## config.mk

```make
export PLATFORM = sky130hd
export DESIGN_NAME = pll_lock_supervisor
export DESIGN_NICKNAME = d
export VERILOG_FILES = /design/src/rtl/pll_lock_supervisor.sv
export SDC_FILE = /design/constraint.sdc
export NUM_CORES = 1
export LEC_CHECK = 0
export ABC_AREA = 1
export CELL_PAD_IN_SITES_DETAIL_PLACEMENT = 0
export CELL_PAD_IN_SITES_GLOBAL_PLACEMENT = 1
export CORE_MARGIN = 8
export CORE_UTILIZATION = 40
export CTS_BUF_LIST = sky130_fd_sc_hd__clkbuf_16
export CTS_CLUSTER_SIZE = 25
export DETAILED_ROUTE_END_ITERATION = 6
export HOLD_SLACK_MARGIN = 0.15
export PLACE_DENSITY_LB_ADDON = 0.05
export SYNTH_ARGS = -nofsm -noshare
export SYNTH_HDL_FRONTEND = slang
export SYNTH_SLANG_ARGS = --single-unit
```

## constraint.sdc

```tcl
create_clock -name clkin -period 3.2 [get_ports clkin]
set_clock_uncertainty 0.2 [all_clocks]
set_input_delay 0.64 -clock clkin [delete_from_list [all_inputs] [get_ports clkin]]
set_output_delay 0.64 -clock clkin [all_outputs]
set_load 0.02 [all_outputs]
```

## src/rtl/pll_lock_supervisor.sv

```systemverilog
// rtl/pll_lock_supervisor.sv - PLL reset sequencing, lock qualification and staggered domain reset release
module pll_lock_supervisor #(
    parameter int CHANNELS       = 4,
    parameter int STABLE_CYCLES  = 1024,
    parameter int TIMEOUT_CYCLES = 65536,
    parameter int RESET_PULSE    = 16,
    parameter int STAGGER        = 8,
    parameter int CNT_W          = 8
) (
    input  logic                clkin,
    input  logic                reset,
    input  logic                lock_i,
    input  logic                force_relock,
    input  logic                clear_count,
    output logic                pll_reset,
    output logic [CHANNELS-1:0] rst_out,
    output logic                locked,
    output logic [CNT_W-1:0]    relock_count,
    output logic                timeout_err
);

    localparam int REL_LAST = (CHANNELS - 1) * STAGGER;
    localparam int MAX_A    = (TIMEOUT_CYCLES > STABLE_CYCLES) ? TIMEOUT_CYCLES : STABLE_CYCLES;
    localparam int MAX_B    = (MAX_A > RESET_PULSE) ? MAX_A : RESET_PULSE;
    localparam int MAX_C    = (MAX_B > REL_LAST + 2) ? MAX_B : REL_LAST + 2;
    localparam int CW       = $clog2(MAX_C + 1);

    typedef enum logic [2:0] {
        PLL_RST,
        WAIT_LOCK,
        STABLE,
        RELEASE,
        RUN
    } state_t;

    state_t        state;
    logic [CW-1:0] cnt;
    logic          sync1;
    logic          lock_s;
    logic          lock_lost;
    logic          timeout_hit;
    logic          go_rst;

    // Lock loss outranks force_relock so a coincident request still gets counted.
    always_comb begin
        lock_lost   = 1'b0;
        timeout_hit = 1'b0;
        go_rst      = 1'b0;
        if ((state == RELEASE || state == RUN) && !lock_s) begin
            lock_lost = 1'b1;
        end
        if (state == WAIT_LOCK && !force_relock && !lock_s &&
            cnt == CW'(TIMEOUT_CYCLES - 1)) begin
            timeout_hit = 1'b1;
        end
        if (lock_lost || timeout_hit || (force_relock && state != PLL_RST)) begin
            go_rst = 1'b1;
        end
    end

    always_ff @(posedge clkin) begin
        if (reset) begin
            state        <= PLL_RST;
            cnt          <= '0;
            sync1        <= 1'b0;
            lock_s       <= 1'b0;
            pll_reset    <= 1'b1;
            rst_out      <= '1;
            locked       <= 1'b0;
            relock_count <= '0;
            timeout_err  <= 1'b0;
        end else begin
            sync1  <= lock_i;
            lock_s <= sync1;
            cnt    <= cnt + 1'b1;

            if (go_rst) begin
                state     <= PLL_RST;
                cnt       <= '0;
                pll_reset <= 1'b1;
                rst_out   <= '1;
                locked    <= 1'b0;
            end else begin
                case (state)
                    PLL_RST: begin
                        if (cnt == CW'(RESET_PULSE - 1)) begin
                            state     <= WAIT_LOCK;
                            cnt       <= '0;
                            pll_reset <= 1'b0;
                        end
                    end
                    WAIT_LOCK: begin
                        if (lock_s) begin
                            state <= STABLE;
                            cnt   <= '0;
                        end
                    end
                    STABLE: begin
                        if (!lock_s) begin
                            state <= WAIT_LOCK;
                            cnt   <= '0;
                        end else if (cnt == CW'(STABLE_CYCLES - 1)) begin
                            state <= RELEASE;
                            cnt   <= '0;
                        end
                    end
                    RELEASE: begin
                        for (int k = 0; k < CHANNELS; k++) begin
                            if (cnt == CW'(k * STAGGER)) begin
                                rst_out[k] <= 1'b0;
                            end
                        end
                        if (cnt == CW'(REL_LAST + 1)) begin
                            state  <= RUN;
                            cnt    <= '0;
                            locked <= 1'b1;
                        end
                    end
                    RUN: begin
                        locked <= 1'b1;
                    end
                    default: begin
                        state     <= PLL_RST;
                        cnt       <= '0;
                        pll_reset <= 1'b1;
                        rst_out   <= '1;
                        locked    <= 1'b0;
                    end
                endcase
            end

            // A same-cycle clear wins over both the increment and the sticky set.
            if (clear_count) begin
                relock_count <= '0;
                timeout_err  <= 1'b0;
            end else begin
                if (lock_lost && relock_count != '1) begin
                    relock_count <= relock_count + 1'b1;
                end
                if (timeout_hit) begin
                    timeout_err <= 1'b1;
                end
            end
        end
    end

endmodule

```

==> reports/metrics.yaml <==
routing:
  drc: 0
  totalWireLength_um: 3840
  first_iter_violations: 60
  detail_route.vias_per_cell: 4.68
  num_vias: 1587
  drtAntennaViolNets: 0
  drtPass1Iterations: 4
  wl_per_cell_um: 11.3
clock_tree:
  insertion_delay_ns: 0.27
  clk_pin_slew_ns: 0.05
  ctsLongestPathBuffers: 2
  cts_root_buf: "clkbuf_16"
  cts_tree: "built"
  post_cts_resize_count: 0
  cts_hold_buf: 0
  cts-htree-levels: 2
  postCtsSetupRepairBufs: 0
  cts-buffers-inserted: 5
  cts.sinks: 37
finish:
  ff_latch_area_um2: 741
  fin_area_um2: 2240
  mostFrequentLayoutCells: "52 x nand2_1, 47 x nor2_1, 37 x dfxtp_1"
  fin_nets: 294
  multi_input_area_um2: 982
  antenna_cells: 0
  drive_gt1_share_pct: 9.82
  nFillCells: 471
  post-route-util_pct: 48.7
  syn_to_final_growth_pct: 20.3
  mostFrequentLayoutCell: "nand2_1"
global_routing:
  grt_pass1_vias: 1534
  grt_overflow: 0
  use_met1_pct: 14.7
  grt_max_degree: 18
  antenna_found_initial: 0
  use_met2_pct: 18.0
  busiest_layer: "met2"
  grt_use_met3_pct: 3.39
  grt_pass1_wl_um: 6890
  grt_usage_pct: 11.7
timing:
  setup-tns-final_ns: 0
  finalHoldViolations: 0
  max_freq_mhz: 365
  setup_viol: 0
  min_period_ns: 2.74
  rsz0062_at_grt: "no"
  hold_ws_ns: 0.209
  period_share_pct: 85.5
  maxSlewViolCount: 0
  slew_headroom_pct: 58.1
  worst_slew_pin_slew_ns: 0.626
yosys:
  synthesis.nets: 270
  yosys_warnings: 0
  synth_area_leaders: "dfxtp_1 40%, nand2_1 10%, nor2_1 9.5%"
  ys_types: 24
  netlist_instances: 260
  yosysSeqAreaShare_pct: 39.8
  ys_ff_latch: 37
  syn_area_um2: 1860
  syn_area_per_cell_um2: 7.16
  synth_top_area_share_pct: 39.8
  yosysTopAreaCell: "dfxtp_1"
pwr:
  p_per_area_nw_per_um2: 554
  p_leak_nw: 0.875
  peakVddDrop_mv: 0.446
die:
  fp.dieW_um: 84.2
  fp.dieH_um: 84.2
  rows: 25
  core_um2: 4600
  io_pins: 20
  start_util_pct: 40.5
  dieArea_um2: 7090
critical_path:
  crit_type: "reg2reg"
  path_max_fanout: 17
  crit_required_ns: 3.13
  critPathLaunchType: "flip-flop"
  cp-end-kind: "flip-flop"
  r2r_slack_ns: 0.46
  arrival_ns: 2.67
min_path:
  min_path_type: "reg2reg"
flow_run:
  maxCapViolCount: 0
status:
  status: "complete, no violations"
placement:
  place.gp.congestion: 0.763
  dpl-instance-area_um2: 2100
  portBuffers: 19
  hpwl_um: 3000
path summary, 6_finish.rpt:
path / startpoint / endpoint / cells past startpoint
min: sync1$_SDFF_PP0_ / lock_s$_SDFF_PP0_ / 2
max reg2reg: cnt[0]$_SDFF_PP0_ / cnt[12]$_SDFF_PP0_ / 13
max: cnt[0]$_SDFF_PP0_ / cnt[12]$_SDFF_PP0_ / 13
min reg2reg: sync1$_SDFF_PP0_ / lock_s$_SDFF_PP0_ / 2
stage by stage:
step / setup WS, ns / power, mW / cells
after floorplan: 0.853 / 0.738 / 260
final: 0.463 / 1.24 / 339
after global routing: 0.153 / 1.32 / 339
after CTS: 0.423 / 1.26 / 339
after detailed placement: 0.426 / 0.796 / 331
after global placement: 0.625 / 0.797 / 331
cell usage after synthesis, drive strengths merged:
cell / n
a21oi: 11
xor2: 6
dfxtp: 37
buf: 2
nand2: 55
xnor2: 8
inv: 32
o31ai: 1
o21ai: 11
o21bai: 1
ha: 5
nor3: 6
nor2: 60
nand3: 19
nand3b: 1
nand4: 5
layout make-up:
cell class | count | area share [%]
multi-input combinational | 189 | 43.9
sequential | 37 | 33.1
timing repair buffer | 19 | 8.49
clock buffer | 5 | 5.59
inverter | 32 | 5.36
tap | 54 | 3.02
clock inverter | 3 | 0.615
worst max-delay path, stage by stage, from the launching register on:
cell and delay (ns):
dfxtp_1 0.39, ha_1 0.22, nand3_2 0.13, nor3_2 0.24
inv_1 0.09, nor2_1 0.21, nand3_1 0.12, nor2_1 0.13
ha_1 0.17, nand3b_1 0.12, nand3_2 0.14, nor2_4 0.07
o21ai_4 0.24, nor2_1 0.12
metal layers:
layer / vias up / share of wire [%]
met5: - / 0
met4: 0 / 1.9
met3: 7 / 4.0
met2: 23 / 43
met1: 690 / 51
li1: 867 / -
flip-flops by register name (all words and copies together), names as in the netlist:
signal        cells
cnt              17
relock_count      8
rst_out           4
state             3
lock_s            1
locked            1
pll_reset         1
sync1             1
timeout_err       1
cells by family after synthesis:
group,Yosys count,share of synthesized area (%)
AND/OR/NAND/NOR,146,35.5
XOR/XNOR,14,6.59
buffers and inverters,34,7.46
adder cells (fa/ha/maj),5,3.36
AO/OA/AOI/OAI,24,7.33
flip-flops,37,39.8
power by group:
part	switching [mW]	internal (mW)	leakage (nW)
Sequential	0.0290	0.488	0.299
Clock	0.177	0.282	0.0748
Combinational	0.180	0.0836	0.501
Total	0.386	0.854	0.875
Power figures use the tool's default switching activity.
